`config.mk`:
```
export PLATFORM = sky130hd
export DESIGN_NAME = camera_config_sequencer_flat
export DESIGN_NICKNAME = d
export VERILOG_FILES = /design/src/rtl/camera_ctrl_pkg.sv /design/src/rtl/camera_config_sequencer_if.sv /design/src/rtl/camera_sccb_tx.sv /design/src/rtl/camera_config_sequencer.sv /design/src/flat_wrapper.sv
export SDC_FILE = /design/constraint.sdc
export NUM_CORES = 1
export LEC_CHECK = 0
export ABC_AREA = 0
export CORE_MARGIN = 2
export CORE_UTILIZATION = 60
export CTS_CLUSTER_SIZE = 10
export DETAILED_ROUTE_END_ITERATION = 6
export PLACE_DENSITY = 0.8
export SLEW_MARGIN = 25
export SYNTH_ARGS = -nofsm -noshare
export SYNTH_HDL_FRONTEND = slang
export SYNTH_HIERARCHICAL = 1
export SYNTH_SLANG_ARGS = --single-unit
```
`constraint.sdc`:
```
create_clock -name clk -period 4.75 [get_ports clk]
set_clock_uncertainty 0.15 [all_clocks]
set_input_delay 0.475 -clock clk [delete_from_list [all_inputs] [get_ports clk]]
set_output_delay 0.475 -clock clk [all_outputs]
set_load 0.1 [all_outputs]
```
`src/rtl/camera_ctrl_pkg.sv`:
```
// Shared types and constants for the camera configuration sequencer and its SCCB transmitter.
// Holds the state enums, the table-word codes and the last table index.
package camera_ctrl_pkg;

  typedef enum logic [3:0] {
    IDLE,
    FETCH,
    WAIT_RD,
    DECODE,
    START,
    SHIFT,
    STOP,
    DELAY,
    FINISH
  } seq_state_t;

  typedef enum logic [1:0] {
    TX_IDLE,
    TX_START,
    TX_SHIFT,
    TX_STOP
  } tx_phase_t;

  localparam logic [15:0] END_WORD   = 16'hFFFF;
  localparam logic [7:0]  DELAY_REG  = 8'hFE;
  localparam logic [5:0]  LAST_INDEX = 6'd63;

  function automatic logic is_delay_word(input logic [15:0] w);
    return w[15:8] == DELAY_REG;
  endfunction

endpackage

```
`src/rtl/camera_config_sequencer_if.sv`:
```
// Config-table read port and SCCB pins of the camera configuration sequencer.
// The master side drives the table address/strobe and the SCCB lines; the slave side returns table data.
interface camera_config_sequencer_if;

  logic [5:0]  ram_address;
  logic        ram_chipselect;
  logic        ram_write;
  logic [1:0]  ram_byteenable;
  logic [15:0] ram_readdata;
  logic        sio_c;
  logic        sio_d;
  logic        sio_d_oe;

  modport master (
    output ram_address, ram_chipselect, ram_write, ram_byteenable,
    input  ram_readdata,
    output sio_c, sio_d, sio_d_oe
  );

  modport slave (
    input  ram_address, ram_chipselect, ram_write, ram_byteenable,
    output ram_readdata,
    input  sio_c, sio_d, sio_d_oe
  );

endinterface

```
`src/rtl/camera_sccb_tx.sv`:
```
// SCCB 3-phase write engine: START, 27 shifted bits (byte + released 9th bit, x3), STOP.
// One write takes (2+108+2)*CLK_DIV clk; go is accepted only while ready, no ACK is checked.
module camera_sccb_tx
  import camera_ctrl_pkg::*;
#(
  parameter int CLK_DIV = 250
) (
  input  logic        clk,
  input  logic        reset_n,
  input  logic        go,
  input  logic [23:0] data,
  output logic        ready,
  output tx_phase_t   phase,
  output logic        sio_c,
  output logic        sio_d,
  output logic        sio_d_oe
);

  localparam int            QW     = (CLK_DIV > 1) ? $clog2(CLK_DIV) : 1;
  localparam logic [QW-1:0] Q_LAST = QW'(CLK_DIV - 1);

  tx_phase_t   phase_q, phase_d;
  logic [QW-1:0] qcnt;
  logic [1:0]  q;
  logic [3:0]  bit_pos;
  logic [1:0]  byte_idx;
  logic [26:0] shreg;
  logic        tick;
  logic        phase_end;
  logic        last_bit;

  assign tick      = (qcnt == Q_LAST);
  assign phase_end = tick && ((phase_q == TX_SHIFT) ? (q == 2'd3) : (q == 2'd1));
  assign last_bit  = (bit_pos == 4'd8) && (byte_idx == 2'd2);
  assign ready     = (phase_q == TX_IDLE);
  assign phase     = phase_q;

  // START and STOP are two quarters each; a data bit is four quarters with SIO_C high in the middle two
  always_comb begin
    phase_d  = phase_q;
    sio_c    = 1'b1;
    sio_d    = 1'b1;
    sio_d_oe = 1'b1;
    case (phase_q)
      TX_IDLE: begin
        if (go) phase_d = TX_START;
      end
      TX_START: begin
        sio_c = (q == 2'd0);
        sio_d = 1'b0;
        if (phase_end) phase_d = TX_SHIFT;
      end
      TX_SHIFT: begin
        sio_c = (q == 2'd1) || (q == 2'd2);
        if (bit_pos == 4'd8) sio_d_oe = 1'b0;
        else                 sio_d    = shreg[26];
        if (phase_end && last_bit) phase_d = TX_STOP;
      end
      TX_STOP: begin
        sio_c = (q == 2'd1);
        sio_d = 1'b0;
        if (phase_end) phase_d = TX_IDLE;
      end
      default: phase_d = TX_IDLE;
    endcase
  end

  always_ff @(posedge clk or negedge reset_n) begin
    if (!reset_n) begin
      phase_q  <= TX_IDLE;
      qcnt     <= '0;
      q        <= '0;
      bit_pos  <= '0;
      byte_idx <= '0;
      shreg    <= '0;
    end else begin
      phase_q <= phase_d;
      if (phase_q == TX_IDLE) begin
        qcnt     <= '0;
        q        <= '0;
        bit_pos  <= '0;
        byte_idx <= '0;
        if (go) shreg <= {data[23:16], 1'b1, data[15:8], 1'b1, data[7:0], 1'b1};
      end else begin
        qcnt <= tick ? '0 : qcnt + 1'b1;
        if (phase_end)  q <= '0;
        else if (tick)  q <= q + 2'd1;
        if ((phase_q == TX_SHIFT) && phase_end) begin
          shreg <= {shreg[25:0], 1'b0};
          if (bit_pos == 4'd8) begin
            bit_pos  <= '0;
            byte_idx <= byte_idx + 2'd1;
          end else begin
            bit_pos <= bit_pos + 4'd1;
          end
        end
      end
    end
  end

endmodule

```
`src/rtl/camera_config_sequencer.sv`:
```
// Walks a 64-word config table, issuing SCCB writes, timed delays, stopping at 16'hFFFF or word 63.
// Table word captured 2 clk after FETCH; start is ignored while busy; done pulses one clk at the end.
module camera_config_sequencer
  import camera_ctrl_pkg::*;
#(
  parameter int          CLK_DIV    = 250,
  parameter logic [7:0]  DEVICE_ID  = 8'h42,
  parameter int          DELAY_UNIT = 50000
) (
  input  logic clk,
  input  logic reset_n,
  input  logic start,
  output logic busy,
  output logic done,
  camera_config_sequencer_if.master bus
);

  seq_state_t  state_q, state_d;
  logic [5:0]  index;
  logic [15:0] word_q;
  logic [23:0] dcnt;
  logic        is_end;
  logic        is_delay;
  logic        last;
  logic        advance;
  logic        tx_go;
  logic        tx_ready;
  tx_phase_t   tx_phase;

  assign is_end   = (word_q == END_WORD);
  assign is_delay = is_delay_word(word_q);
  assign last     = (index == LAST_INDEX);

  assign busy               = (state_q != IDLE);
  assign done               = (state_q == FINISH);
  assign bus.ram_address    = index;
  assign bus.ram_chipselect = (state_q == FETCH);
  assign bus.ram_write      = 1'b0;
  assign bus.ram_byteenable = 2'b11;

  // advance = current word finished; the table ends after word 63 even without a terminator
  always_comb begin
    state_d = state_q;
    advance = 1'b0;
    tx_go   = 1'b0;
    case (state_q)
      IDLE:    if (start) state_d = FETCH;
      FETCH:   state_d = WAIT_RD;
      WAIT_RD: state_d = DECODE;
      DECODE: begin
        if (is_end) begin
          state_d = FINISH;
        end else if (is_delay) begin
          if (word_q[7:0] == 8'd0) advance = 1'b1;
          else                     state_d = DELAY;
        end else begin
          tx_go   = 1'b1;
          state_d = START;
        end
      end
      START:   if (tx_phase == TX_SHIFT) state_d = SHIFT;
      SHIFT:   if (tx_phase == TX_STOP)  state_d = STOP;
      STOP:    if (tx_ready) advance = 1'b1;
      DELAY:   if (dcnt <= 24'd1) advance = 1'b1;
      FINISH:  state_d = IDLE;
      default: state_d = IDLE;
    endcase
    if (advance) state_d = last ? FINISH : FETCH;
  end

  always_ff @(posedge clk or negedge reset_n) begin
    if (!reset_n) begin
      state_q <= IDLE;
      index   <= '0;
      word_q  <= '0;
      dcnt    <= '0;
    end else begin
      state_q <= state_d;
      if ((state_q == IDLE) && start) index <= '0;
      else if (advance && !last)      index <= index + 6'd1;
      if (state_q == WAIT_RD) word_q <= bus.ram_readdata;
      if ((state_q == DECODE) && is_delay)
        dcnt <= 24'(word_q[7:0]) * 24'(DELAY_UNIT);
      else if ((state_q == DELAY) && (dcnt != 24'd0))
        dcnt <= dcnt - 24'd1;
    end
  end

  camera_sccb_tx #(
    .CLK_DIV (CLK_DIV)
  ) u_tx (
    .clk      (clk),
    .reset_n  (reset_n),
    .go       (tx_go),
    .data     ({DEVICE_ID, word_q}),
    .ready    (tx_ready),
    .phase    (tx_phase),
    .sio_c    (bus.sio_c),
    .sio_d    (bus.sio_d),
    .sio_d_oe (bus.sio_d_oe)
  );

endmodule

```
`src/flat_wrapper.sv`:
```
// flat-port wrapper written by rule: the top's interface ports become plain ports
module camera_config_sequencer_flat import camera_ctrl_pkg::*;
#(
  parameter int          CLK_DIV    = 250,
  parameter logic [7:0]  DEVICE_ID  = 8'h42,
  parameter int          DELAY_UNIT = 50000
)
  (clk, reset_n, start, busy, done, bus_ram_address, bus_ram_chipselect, bus_ram_write, bus_ram_byteenable, bus_ram_readdata, bus_sio_c, bus_sio_d, bus_sio_d_oe);
  camera_config_sequencer_if bus_i ();
  input  logic clk;
  input  logic reset_n;
  input  logic start;
  output logic busy;
  output logic done;
  output wire logic [$bits(bus_i.ram_address)-1:0] bus_ram_address;
  output wire logic [$bits(bus_i.ram_chipselect)-1:0] bus_ram_chipselect;
  output wire logic [$bits(bus_i.ram_write)-1:0] bus_ram_write;
  output wire logic [$bits(bus_i.ram_byteenable)-1:0] bus_ram_byteenable;
  input wire logic [$bits(bus_i.ram_readdata)-1:0] bus_ram_readdata;
  output wire logic [$bits(bus_i.sio_c)-1:0] bus_sio_c;
  output wire logic [$bits(bus_i.sio_d)-1:0] bus_sio_d;
  output wire logic [$bits(bus_i.sio_d_oe)-1:0] bus_sio_d_oe;
  assign bus_ram_address = bus_i.ram_address;
  assign bus_ram_chipselect = bus_i.ram_chipselect;
  assign bus_ram_write = bus_i.ram_write;
  assign bus_ram_byteenable = bus_i.ram_byteenable;
  assign bus_i.ram_readdata = bus_ram_readdata;
  assign bus_sio_c = bus_i.sio_c;
  assign bus_sio_d = bus_i.sio_d;
  assign bus_sio_d_oe = bus_i.sio_d_oe;
  camera_config_sequencer #(.CLK_DIV(CLK_DIV), .DEVICE_ID(DEVICE_ID), .DELAY_UNIT(DELAY_UNIT)) u_core (.clk(clk), .reset_n(reset_n), .start(start), .busy(busy), .done(done), .bus(bus_i));
endmodule
```
==> flow_metrics.tcl <==
set metrics [dict create \
    cts.clk_slew.worst_paths_ns 0.10 \
    grt_max_degree 51 \
    grt_use_total 0.262 \
    routed_wl_microns 14200 \
    stdcell_area_sq_um 7120 \
    drive_gt1_frac 0.0709 \
    hpwl_microns 10200 \
    status "finished clean" \
    startpoint_type "flop" \
    die_area_sq_um 11700 \
    setup_tns_ns 0 \
    cts-buffers-inserted 9 \
    initial_core_util 0.623 \
    final_common_cell "dfrtp_1" \
    yosys_most_used_dff "dfrtp_1" \
    ys_top_cells_by_area "dfrtp_1, ha_1, a21oi_1" \
    fp.coreArea_sq_um 10400 \
    grt_pass1_wl_microns 24300 \
    gr-total-overflow 0 \
    holdWs_ns 0.338 \
    drc 0 \
    hold_viol_final 0 \
    min_period_over_period 0.913 \
    avgSynthCellArea_sq_um 9.66 \
    path_class "flop to flop" \
    diodes 0 \
    synth_top_area_frac 0.366 \
    wl_per_cell_microns 16.9 \
    min_path_cells 2 \
    synthesis.area_sq_um 6490 \
    cts_tree "built" \
    place.gp.congestion 0.873 \
    max_freq_mhz 231 \
    worstPathMaxFanout 6 \
    ant_nets 0 \
    synth_cells 672 \
    h-tree-depth 3 \
    rsz0062_at_grt "no" \
    firstDrtPassIters 5 \
    ys_warn_count 6 \
    vias 5206 \
    synth.distinct_cells 70 \
    insertion_delay_ns 0.37 \
    clock-root-buffer "clkbuf_8" \
    grt_pass1_vias 5163 \
    worst_pin_slew_ns 0.966 \
    async_flop_share 1.00 \
    rows 37 \
    required_ns 4.81 \
    slew_violations 0 \
    cts.path.max_buffers 2 \
    synth-edff-count 0 \
    antenna_found_initial 0 \
    die_y_microns 108 \
    post-cts-setup-buffers 0 \
    nFillCells 783 \
    die-width_microns 108 \
    final_cell_mix "dfrtp_1, a21oi_1, ha_1" \
    pin_count 34 \
    seq_area_frac_synth 0.366 \
    routed_via_density 6.19 \
    syn2layout_area_growth_pct 9.72 \
    ys_seq_elements 95 \
    synth_largest_area_cell "dfrtp_1" \
    drv_cap 0 \
    clkSinkCount 95 \
    hp-class "flop to flop" \
    setup_viol 0 \
    worst_r2r_path_depth 14 \
    place_area_sq_um 6900 \
    layout_min_cycle_time_ns 4.33 \
    portBuffers 30 \
    regToRegSetupSlack_ns 0.42 \
    critPathArrivalTime_ns 4.40 \
    slew_headroom 0.354 \
    nets 805 \
    drt_iter0_drc 382 \
    endpoint_kind "flop" \
]
==> registers in the layout, indices dropped and copies added (netlist names) <==
register	cells
u_core/dcnt	24
u_core/state_q	4
u_core/word_q	16
u_core/u_tx/byte_idx	2
u_core/u_tx/phase	2
u_core/u_tx/shreg	27
u_core/u_tx/bit_pos	4
u_core/u_tx/q	2
u_core/bus.ram_address	6
u_core/u_tx/qcnt	8
==> cell families after synthesis <==
group	share of synthesized area
buf+inv	0.0403
flops	0.366
mux	0.0330
simple gates	0.157
fa+ha+maj	0.180
xor+xnor	0.0472
other cells	0.00116
compound gates	0.176
==> worst max-delay path, stage by stage (launching register included) <==
cell       delay, ns
dfrtp_1         0.46
ha_1            0.36
ha_1            0.29
inv_1           0.05
fa_1            0.51
inv_1           0.07
fa_1            0.49
ha_1            0.36
a21o_1          0.17
a21o_1          0.22
a2111oi_2       0.47
o21bai_1        0.16
a21boi_1        0.19
xor2_1          0.15
mux2i_1         0.08
==> worst paths after layout <==
path                                    endpoint                  from
min reg2reg                 u_core/u_tx/shreg[0]  u_core/u_tx/shreg[0]
max reg2reg                      u_core/dcnt[18]      u_core/word_q[2]
max                              u_core/dcnt[18]      u_core/word_q[2]
max in group asynchronous  u_core/u_tx/shreg[11]               reset_n
min in group asynchronous         u_core/dcnt[0]               reset_n
min                         u_core/u_tx/shreg[0]  u_core/u_tx/shreg[0]
==> what timing repair did <==
action                     CTS  global route
resized for setup            0             0
hold endpoints to repair     7             0
setup endpoints to repair    0             0
hold buffers                 1             0
==> synth_stat cells, drive strengths merged (2+ instances only) <==
| library cell | n |
|---|---|
| clkbuf | 16 |
| o31ai | 5 |
| nand4 | 6 |
| nand3 | 21 |
| nand2 | 55 |
| xor2 | 13 |
| inv | 31 |
| o211ai | 7 |
| and2 | 4 |
| and4 | 2 |
| o21bai | 2 |
| nor2 | 38 |
| nand2b | 6 |
| and4b | 2 |
| mux2i | 12 |
| o21ai | 39 |
| ha | 74 |
| a21boi | 3 |
| nand4b | 3 |
| nand3b | 2 |
| mux2 | 8 |
| nor4b | 4 |
| a21o | 7 |
| dfrtp | 95 |
| a211oi | 4 |
| nor2b | 2 |
| o311ai | 2 |
| nor4 | 8 |
| nor3 | 17 |
| buf | 12 |
| a21oi | 77 |
| a41o | 2 |
| xnor2 | 22 |
| a31oi | 6 |
| fa | 12 |
| o22ai | 26 |
| or3 | 7 |
| conb | 2 |
| and3 | 5 |
| a221oi | 2 |
==> per-layer routing <==
metal,up-vias,global-route usage,part of all wire
li1,2477,-,-
met1,2540,0.363,0.45
met2,166,0.429,0.49
met3,23,0.0362,0.047
met4,0,0.0870,0.020
met5,-,0,0
==> area by class of cell <==
cell class                 count  area, sq um  area share
multi-input combinational    527         3910       0.549
sequential                    95         2380       0.334
timing repair buffer          36          345      0.0485
tap                          136          170      0.0239
clock buffer                  11          141      0.0199
inverter                      31          116      0.0163
clock inverter                 5         63.8     0.00896
==> stage by stage <==
| stage | std cells | util | setup slack, ns |
|---|---|---|---|
| after floorplan | 681 | - | 0.353 |
| after global placement | 824 | 0.662 | 0.552 |
| after detailed placement | 824 | 0.663 | 0.466 |
| after CTS | 841 | 0.683 | 0.414 |
| after global routing | 841 | 0.683 | 0.107 |
| final | 841 | 0.683 | 0.415 |
Power is not shown: default switching activity piles up to over one toggle a cycle in this logic, so the estimate is an artifact.
